**src/rtl/rr_prio_arb_pkg.sv**
```systemverilog
// Shared types for the round-robin priority arbiter: index width, hold counter
// width and a saturating increment helper.
package rr_prio_arb_pkg;

    localparam int unsigned IDX_W = 8;
    localparam int unsigned CNT_W = 16;

    typedef logic [IDX_W-1:0] idx_t;
    typedef logic [CNT_W-1:0] cnt_t;

    function automatic cnt_t sat_inc(input cnt_t v);
        return (v == '1) ? v : v + 1'b1;
    endfunction

endpackage

```
**src/rtl/rr_prio_arb_if.sv**
```systemverilog
// Request/grant bundle between requesters (master) and the arbiter (slave).
interface rr_prio_arb_if
    import rr_prio_arb_pkg::*;
#(
    parameter int unsigned WIDTH_LOG = 4
);
    localparam int unsigned WIDTH = 1 << WIDTH_LOG;

    logic [WIDTH-1:0] req;
    logic             gnt_release;
    logic             gnt_valid;
    idx_t             gnt_idx;
    logic [WIDTH-1:0] gnt_onehot;
    logic             timeout;

    modport master (
        output req, gnt_release,
        input  gnt_valid, gnt_idx, gnt_onehot, timeout
    );

    modport slave (
        input  req, gnt_release,
        output gnt_valid, gnt_idx, gnt_onehot, timeout
    );

endinterface

```
**src/rtl/rr_prio_arb_prio_enc.sv**
```systemverilog
// Priority encoder: reports the index of the highest set bit of vec.
module rr_prio_arb_prio_enc
    import rr_prio_arb_pkg::*;
#(
    parameter int unsigned WIDTH_LOG = 4
) (
    input  logic [(1 << WIDTH_LOG)-1:0] vec,
    output idx_t                        msb,
    output logic                        valid
);
    localparam int unsigned WIDTH = 1 << WIDTH_LOG;

    // Ascending scan so the last hit, i.e. the highest index, wins.
    always_comb begin
        msb   = '0;
        valid = 1'b0;
        for (int unsigned i = 0; i < WIDTH; i++) begin
            if (vec[i]) begin
                msb   = idx_t'(i);
                valid = 1'b1;
            end
        end
    end

endmodule

```
**src/rtl/rr_prio_arb.sv**
```systemverilog
// Sticky-grant round-robin arbiter: a grant holds until release or hold timeout,
// and the next search starts just below the previous winner.
module rr_prio_arb
    import rr_prio_arb_pkg::*;
#(
    parameter int unsigned WIDTH_LOG = 4,
    parameter int unsigned HOLD_MAX  = 16
) (
    input logic         clk,
    input logic         rst_n,
    rr_prio_arb_if.slave bus
);
    localparam int unsigned WIDTH = 1 << WIDTH_LOG;

    localparam logic IDLE  = 1'b0;
    localparam logic GRANT = 1'b1;

    logic state_q, state_d;
    logic valid_q, valid_d;
    idx_t idx_q, idx_d;
    idx_t last_q, last_d;
    cnt_t cnt_q, cnt_d;
    logic to_q, to_d;

    logic [WIDTH-1:0] mask, masked;
    idx_t             enc_m, enc_r, winner;
    logic             m_any, r_any;
    logic             hold_hit;

    // Only indices strictly below the previous winner take precedence.
    always_comb begin
        mask = '0;
        for (int unsigned i = 0; i < WIDTH; i++) begin
            mask[i] = (idx_t'(i) < last_q);
        end
    end

    assign masked = bus.req & mask;

    rr_prio_arb_prio_enc #(
        .WIDTH_LOG(WIDTH_LOG)
    ) u_enc_masked (
        .vec  (masked),
        .msb  (enc_m),
        .valid(m_any)
    );

    rr_prio_arb_prio_enc #(
        .WIDTH_LOG(WIDTH_LOG)
    ) u_enc_raw (
        .vec  (bus.req),
        .msb  (enc_r),
        .valid(r_any)
    );

    assign winner   = m_any ? enc_m : enc_r;
    assign hold_hit = (HOLD_MAX != 0) && (32'(cnt_q) == HOLD_MAX - 32'd1);

    always_comb begin
        state_d = state_q;
        valid_d = valid_q;
        idx_d   = idx_q;
        last_d  = last_q;
        cnt_d   = cnt_q;
        to_d    = 1'b0;
        case (state_q)
            IDLE: begin
                valid_d = 1'b0;
                if (r_any) begin
                    state_d = GRANT;
                    valid_d = 1'b1;
                    idx_d   = winner;
                    last_d  = winner;
                    cnt_d   = '0;
                end
            end
            GRANT: begin
                cnt_d = sat_inc(cnt_q);
                if (bus.gnt_release) begin
                    state_d = IDLE;
                    valid_d = 1'b0;
                end else if (hold_hit) begin
                    state_d = IDLE;
                    valid_d = 1'b0;
                    to_d    = 1'b1;
                end
            end
            default: begin
                state_d = IDLE;
                valid_d = 1'b0;
            end
        endcase
    end

    always_ff @(posedge clk or negedge rst_n) begin
        if (!rst_n) begin
            state_q <= IDLE;
            valid_q <= 1'b0;
            idx_q   <= '0;
            last_q  <= '0;
            cnt_q   <= '0;
            to_q    <= 1'b0;
        end else begin
            state_q <= state_d;
            valid_q <= valid_d;
            idx_q   <= idx_d;
            last_q  <= last_d;
            cnt_q   <= cnt_d;
            to_q    <= to_d;
        end
    end

    always_comb begin
        bus.gnt_onehot = '0;
        for (int unsigned i = 0; i < WIDTH; i++) begin
            bus.gnt_onehot[i] = valid_q && (idx_q == idx_t'(i));
        end
    end

    assign bus.gnt_valid = valid_q;
    assign bus.gnt_idx   = idx_q;
    assign bus.timeout   = to_q;

    a_onehot: assert property (@(posedge clk) disable iff (!rst_n)
        bus.gnt_valid |-> (bus.gnt_onehot == (WIDTH'(1) << bus.gnt_idx)));
    a_idx_range: assert property (@(posedge clk) disable iff (!rst_n)
        32'(bus.gnt_idx) < WIDTH);
    a_timeout_idle: assert property (@(posedge clk) disable iff (!rst_n)
        bus.timeout |-> !bus.gnt_valid);

endmodule

```
**src/flat_wrapper.sv**
```systemverilog
// flat-port wrapper written by rule: the top's interface ports become plain ports
module rr_prio_arb_flat import rr_prio_arb_pkg::*;
#(
    parameter int unsigned WIDTH_LOG = 4,
    parameter int unsigned HOLD_MAX  = 16
)
  (clk, rst_n, bus_req, bus_gnt_release, bus_gnt_valid, bus_gnt_idx, bus_gnt_onehot, bus_timeout);
  rr_prio_arb_if #(.WIDTH_LOG(WIDTH_LOG)) bus_i ();
  input logic clk;
  input logic rst_n;
  input wire logic [$bits(bus_i.req)-1:0] bus_req;
  input wire logic [$bits(bus_i.gnt_release)-1:0] bus_gnt_release;
  output wire logic [$bits(bus_i.gnt_valid)-1:0] bus_gnt_valid;
  output wire logic [$bits(bus_i.gnt_idx)-1:0] bus_gnt_idx;
  output wire logic [$bits(bus_i.gnt_onehot)-1:0] bus_gnt_onehot;
  output wire logic [$bits(bus_i.timeout)-1:0] bus_timeout;
  assign bus_i.req = bus_req;
  assign bus_i.gnt_release = bus_gnt_release;
  assign bus_gnt_valid = bus_i.gnt_valid;
  assign bus_gnt_idx = bus_i.gnt_idx;
  assign bus_gnt_onehot = bus_i.gnt_onehot;
  assign bus_timeout = bus_i.timeout;
  rr_prio_arb #(.WIDTH_LOG(WIDTH_LOG), .HOLD_MAX(HOLD_MAX)) u_core (.clk(clk), .rst_n(rst_n), .bus(bus_i));
endmodule
```
**config.mk**
```make
export PLATFORM = sky130hd
export DESIGN_NAME = rr_prio_arb_flat
export DESIGN_NICKNAME = d
export VERILOG_FILES = /design/src/rtl/rr_prio_arb_pkg.sv /design/src/rtl/rr_prio_arb_if.sv /design/src/rtl/rr_prio_arb_prio_enc.sv /design/src/rtl/rr_prio_arb.sv /design/src/flat_wrapper.sv
export SDC_FILE = /design/constraint.sdc
export NUM_CORES = 1
export LEC_CHECK = 0
export ABC_AREA = 1
export CAP_MARGIN = 40
export CORE_ASPECT_RATIO = 1.4
export CORE_MARGIN = 2
export CORE_UTILIZATION = 44
export CTS_CLUSTER_DIAMETER = 40
export DETAILED_ROUTE_END_ITERATION = 7
export PLACE_DENSITY = 0.76
export SKIP_LAST_GASP = 1
export SLEW_MARGIN = 10
export SYNTH_ARGS = -nofsm -noshare
export SYNTH_HDL_FRONTEND = slang
export SYNTH_SLANG_ARGS = --single-unit
```
**constraint.sdc**
```tcl
create_clock -name clk -period 1.8 [get_ports clk]
set_input_delay 0.36 -clock clk [delete_from_list [all_inputs] [get_ports clk]]
set_output_delay 0.36 -clock clk [all_outputs]
set_load 0.02 [all_outputs]
```
Word level (Yosys, flattened, before mapping)
Cells that the tools add are included.
Widths: inputs -> output; s select.
{"block": "op_classes", "n_reduce_logical": 19, "eq_ne": 20, "muxes": 76, "bitwise": 2, "n_addsub": 1, "n_lt_le_gt_ge": 16}
{"op": "$mux 8", "count": 29}
{"op": "$eq 8x4->1 const B", "count": 8}
{"op": "$lt 4x8->1 const A", "count": 8}
{"op": "$mux 1", "count": 42}
{"op": "$eq 8x3->1 const B", "count": 4}
{"op": "$lt 3x8->1 const A", "count": 4}
{"op": "$mux 16", "count": 2}
{"op": "$pmux 16 s2", "count": 1}
{"op": "$add 16x1->16 const B", "count": 1}
{"op": "$and 16x16->16", "count": 1}
{"op": "$eq 16x16->1 const B", "count": 1}
{"op": "$eq 16x4->1 const B", "count": 1}
{"op": "$eq 8x2->1 const B", "count": 2}
{"op": "$logic_and 1x1->1", "count": 16}
{"op": "$lt 1x8->1 const A", "count": 2}
{"op": "$lt 2x8->1 const A", "count": 2}
{"op": "$eq 8x1->1 const B", "count": 1}
{"op": "$logic_not 8->1", "count": 1}
{"op": "$pmux 1 s2", "count": 2}
{"op": "$reduce_and 2->1", "count": 2}
{"op": "$ne 3x3->1 const B", "count": 1}
{"op": "$ne 2x1->1 const B", "count": 1}
{"op": "$ne 2x2->1 const B", "count": 1}
{"op": "$not 1->1", "count": 1}
{"block": "word_totals", "ff_bits": 27, "out_inout_bits": 26, "input_bits": 19, "elab_cells": 139}

Depth between registers and ports, before layout
{"block": "depth", "ltp_word": 19, "depth_mapped": 18, "mapped_depth_nobuf": 17}

Modules after synthesis
Synthesis repeated with hierarchy kept, for this count alone.
{"block": "unflattened", "hier_cells": 389, "area_unflattened_um2": 2329.7}
{"module": "rr_prio_arb", "seq_area_each_um2": 675.6, "area_per_inst_um2": 1851.8, "cells_each": 283, "n_inst": 1}
{"module": "rr_prio_arb_prio_enc", "seq_area_each_um2": 0.0, "area_per_inst_um2": 239.0, "cells_each": 53, "n_inst": 2}

Worst setup path after synthesis
OpenSTA, ideal clock, no wires.
{"block": "synth_path", "path_type": "reg-to-reg", "from": "reg u_core.bus.gnt_idx[3] (netlist name)", "to": "reg u_core.idx_q[1] (netlist: u_core.bus.gnt_idx[1])", "required_ns": 1.723, "arrival_ns": 1.707, "period_less_slack_ns": 1.783, "setup_time_ns": 0.077, "n_path_buf": 0, "stages_incl_launch_ff": 14, "path_slack_ns": 0.017, "path_cell_list": "dfrtp_1 -> inv_2 -> nor2_2 -> inv_2 -> nor2_2 -> nand2_1 -> nand3_1 -> nand3_2 -> or2_4 -> nor2_4 -> inv_2 -> nor2_1 -> o21ai_1 -> o21ai_1"}
{"item": "to (signal assigned)", "line": "rr_prio_arb.sv:106", "source": "idx_q <= idx_d;"}
{"item": "to (decl)", "line": "rr_prio_arb.sv:20", "source": "idx_t idx_q, idx_d;"}

==> tab_implementation.tex <==
\begin{tabular}{lr}
\hline
Metric & Value \\
\hline
\multicolumn{2}{l}{\textbf{Placement}} \\
Post-Place Setup Slack & -0.343 ns \\
Placed wire-length estimate after detailed placement & between 4000 and 5000 um \\
Post-Place Cell Area & 2620 sq um \\
Routability-driven placement congestion ratio & 0.938 \\
PortBufs & 40 \\
\multicolumn{2}{l}{\textbf{Power}} \\
Combinational power share & a little over 70\% \\
P\_sw & approximately 1.7 mW \\
Switching share of power & a little under half \\
Leakage component of the power & approximately 1.6 nW \\
Reg power frac & 20.7\% \\
Ratio of total power to cell area & approximately 1200 nW/um\^{}2 \\
Internal power & between 1.5 and 2 mW \\
Worst ir drop on vdd & about 0.9 mV \\
Total Power & 3.70 mW \\
Share of total power in the clock network & 8.6\% \\
\multicolumn{2}{l}{\textbf{Final layout}} \\
Ratio of cells with drive above 1 in the final layout & 42.9\% \\
Ant diodes & 0 \\
Count of nets after finishing & 413 \\
Commonest non-fill, non-tap cell in the layout & sky130\_fd\_sc\_hd\_\_buf\_4 \\
Final Util & 78.1\% \\
Total non-filler cell area in the finished layout & $\sim$3000 sq um \\
Area growth, synth to finish & 72.1\% \\
Highest-count cells in the layout ignoring fill and taps & sky130\_fd\_sc\_hd\_\_buf\_4 (71), sky130\_fd\_sc\_hd\_\_nand2\_1 (53), sky130\_fd\_sc\_hd\_\_inv\_1 (31) \\
\multicolumn{2}{l}{\textbf{Floorplanning}} \\
Horiz. Die Dim & 57.5 um \\
Die area & between 4000 and 5000 sq um \\
I/O pin cnt & 45 \\
Rows & 27 \\
Std-Cell Core Area & 3880 sq um \\
Initial standard-cell utilization of the core & 45.4\% \\
Overall die height & roughly 79 um \\
\multicolumn{2}{l}{\textbf{Clock tree}} \\
TritonCTS clock tree & done \\
Skew-Pair Late Insertion Delay & 0.27 ns \\
Count of H-tree levels built during CTS & 1 \\
TritonCTS buffer count & 3 \\
Largest buffer count on any clock path & 2 \\
TritonCTS Sinks & 23 \\
Cell chosen for the clock root & sky130\_fd\_sc\_hd\_\_clkbuf\_8 \\
Clock slew at the register clock pins of the worst setup and hold paths & roughly 0.080 ns \\
Cts hold-fix bufs & 0 \\
\multicolumn{2}{l}{\textbf{Worst setup path}} \\
Startpoint types & flip-flop \\
Register-to-register setup slack & -0.10 ns \\
Critical Path Sink Type & flip-flop \\
Worst reg2reg startpoint & u\_core.bus.gnt\_idx[2] \\
Arrival @ worst endpoint & about 2.1 ns \\
Crit path kind & reg -> reg \\
R2r endpoint & u\_core.bus.gnt\_idx[3] \\
Critical path fanouts, max & 5 \\
Crit path required time & 1.99 ns \\
Number of cells traversed by the worst register-to-register path & 12 \\
\multicolumn{2}{l}{\textbf{Synth}} \\
Top\_reg\_cell synth & sky130\_fd\_sc\_hd\_\_dfrtp\_1 \\
Post-Synthesis Cell Area & about 1800 sq um \\
Post-synthesis cell type with the largest combined area & sky130\_fd\_sc\_hd\_\_dfrtp\_1 \\
Number of synthesis warnings & 0 \\
Cell types with the largest area share after synthesis & sky130\_fd\_sc\_hd\_\_dfrtp\_1 (33\%), sky130\_fd\_sc\_hd\_\_nand2\_1 (13\%), sky130\_fd\_sc\_hd\_\_inv\_1 (8.1\%) \\
Synth Area per Inst & around 6.4 sq um \\
Sequential-to-total area share from yosys stat & between 30 and 40\% \\
Distinct cells, synth & 32 \\
Flip-flop and latch count after synthesis & 23 \\
Number of enable-type register cells in the synthesized netlist & 0 \\
FFs w/ async S/R, synth & 100\% \\
Fraction of synthesized cell area taken by the top area cell type & 32.6\% \\
Cells after synthesis & 275 \\
\multicolumn{2}{l}{\textbf{Route}} \\
Remaining antenna violation count & 0 \\
Routed len/inst & 14.2 um \\
Number of iterations in the first detailed-routing pass & 4 \\
First-iteration detailed-routing DRC count & 127 \\
WL final & 6160 um \\
DR vias & 2306 \\
Residual DRC count & 0 \\
Via-to-Cell Ratio & 5.30 \\
\multicolumn{2}{l}{\textbf{Timing}} \\
Pins Over Slew Limit & 0 \\
Worst clock skew & about 0.0016 ns \\
Top achievable clock speed & 0.526 GHz \\
Number of setup violations in the final report & 5 \\
Part of the cycle the worst path needs & 106\% \\
Final Critical Period & $\sim$1.9 ns \\
Final worst setup slack & -0.101 ns \\
Final setup TNS & -0.283 ns \\
Setup repair after global routing missed its margin & yes \\
Final Hold Violating Endpoints & 0 \\
\multicolumn{2}{l}{\textbf{GRT}} \\
First-pass GRT wire length & 9090 um \\
Number of antenna violations at the first check in global routing & 0 \\
Gr usage total & 25.4\% \\
Largest net degree at the start of global routing & 24 \\
Final global-route overflow total & 0 \\
Via count of the first global-routing pass & 2177 \\
\multicolumn{2}{l}{\textbf{Status}} \\
Result of the run & finished with violations \\
Violated checks & setup timing \\
\multicolumn{2}{l}{\textbf{Job}} \\
Number of violations of the max-capacitance limit & 0 \\
\multicolumn{2}{l}{\textbf{Hold path}} \\
Class of the most critical hold timing path & in -> async \\
\hline
\end{tabular}
## cells in the mapped netlist, types with 4 or more instances
cell	instances
sky130_fd_sc_hd__nor4_1	4
sky130_fd_sc_hd__o21ai_0	8
sky130_fd_sc_hd__nand4_1	7
sky130_fd_sc_hd__nor2_1	36
sky130_fd_sc_hd__inv_2	7
sky130_fd_sc_hd__nand3_1	18
sky130_fd_sc_hd__nor3_1	19
sky130_fd_sc_hd__nor2_2	5
sky130_fd_sc_hd__dfrtp_1	23
sky130_fd_sc_hd__o21ai_1	4
sky130_fd_sc_hd__nand2_1	62
sky130_fd_sc_hd__inv_1	38
sky130_fd_sc_hd__a21oi_1	13
sky130_fd_sc_hd__buf_4	5
## cell families after synthesis
family                   Yosys count  share of synthesized area (%)
buffers and inverters             51                           11.9
adder cells (fa/ha/maj)            1                          0.710
flip-flops                        23                           32.6
XOR/XNOR                           2                          0.994
AO/OA/AOI/OAI                     34                           10.9
other                              1                          0.213
AND/OR/NAND/NOR                  163                           42.6
## worst max-delay path by stage
stage,end,startpoint
after floorplan,u_core.bus.gnt_idx[1],u_core.bus.gnt_idx[3]
after global placement,u_core.cnt_q[9],bus_req[15]
after detailed placement,u_core.cnt_q[13],bus_req[14]
after CTS,bus_gnt_onehot[1],u_core.bus.gnt_idx[0]
after global routing,u_core.bus.gnt_idx[0],u_core.bus.gnt_idx[2]
final,u_core.bus.gnt_idx[3],u_core.bus.gnt_idx[2]
## layout make-up
cell class                 instances  area (sq um)
timing repair buffer             116           951
sequential                        23           581
clock inverter                     1          5.00
multi-input combinational        204          1230
fill                             267           851
tap                               43          53.8
clock buffer                       3          41.3
inverter                          45           169
## timing repair
item | CTS | global route
gates cloned | 0 | 0
gates resized for setup | 62 | 94
pin swaps | 7 | 29
setup buffers | 4 | 15
setup endpoints to repair | 31 | 36
## sequential cells by signal, summed over array words and instances, names as in the netlist
register              flops
u_core.bus.timeout        1
u_core.cnt_q             16
u_core.bus.gnt_valid      1
u_core.bus.gnt_idx        4
u_core.state_q            1
## metal layers
metal  share of wire (%)  GRT usage (%)
met5                   0              0
met4                 4.1           10.5
met2                  56           51.2
met3                 3.9           1.95
met1                  36           25.5
## through the flow
stage                     hold slack, ns  std cells
final                              0.435        435
after global routing               0.460        435
after CTS                          0.441        420
after detailed placement           0.507        412
after global placement             0.492        412
after floorplan                   0.0644        278
## power by group through the flow
| stage | Combinational, mW | Sequential, mW | Clock [mW] |
|---|---|---|---|
| after floorplan | 1.00 | 0.803 | 0 |
| after CTS | 2.14 | 0.761 | 0.324 |
| after global placement | 2.03 | 0.750 | 0 |
| after global routing | 2.83 | 0.782 | 0.350 |
| after detailed placement | 2.06 | 0.755 | 0 |
| final | 2.62 | 0.768 | 0.318 |
## worst max-delay path, cell delays in order, from the launching register on
cell                      delay (ns)
sky130_fd_sc_hd__dfrtp_2        0.46
sky130_fd_sc_hd__buf_4          0.16
sky130_fd_sc_hd__nand2_4        0.08
sky130_fd_sc_hd__buf_6          0.11
sky130_fd_sc_hd__nor2_2         0.05
sky130_fd_sc_hd__nor2_2         0.14
sky130_fd_sc_hd__nand3_2        0.09
sky130_fd_sc_hd__or2_4          0.27
sky130_fd_sc_hd__nor2_4         0.11
sky130_fd_sc_hd__inv_2          0.06
sky130_fd_sc_hd__a21oi_2        0.10
sky130_fd_sc_hd__o21ai_1        0.08
sky130_fd_sc_hd__o21ai_1        0.10
No activity file was read; power rests on OpenSTA's default activity.
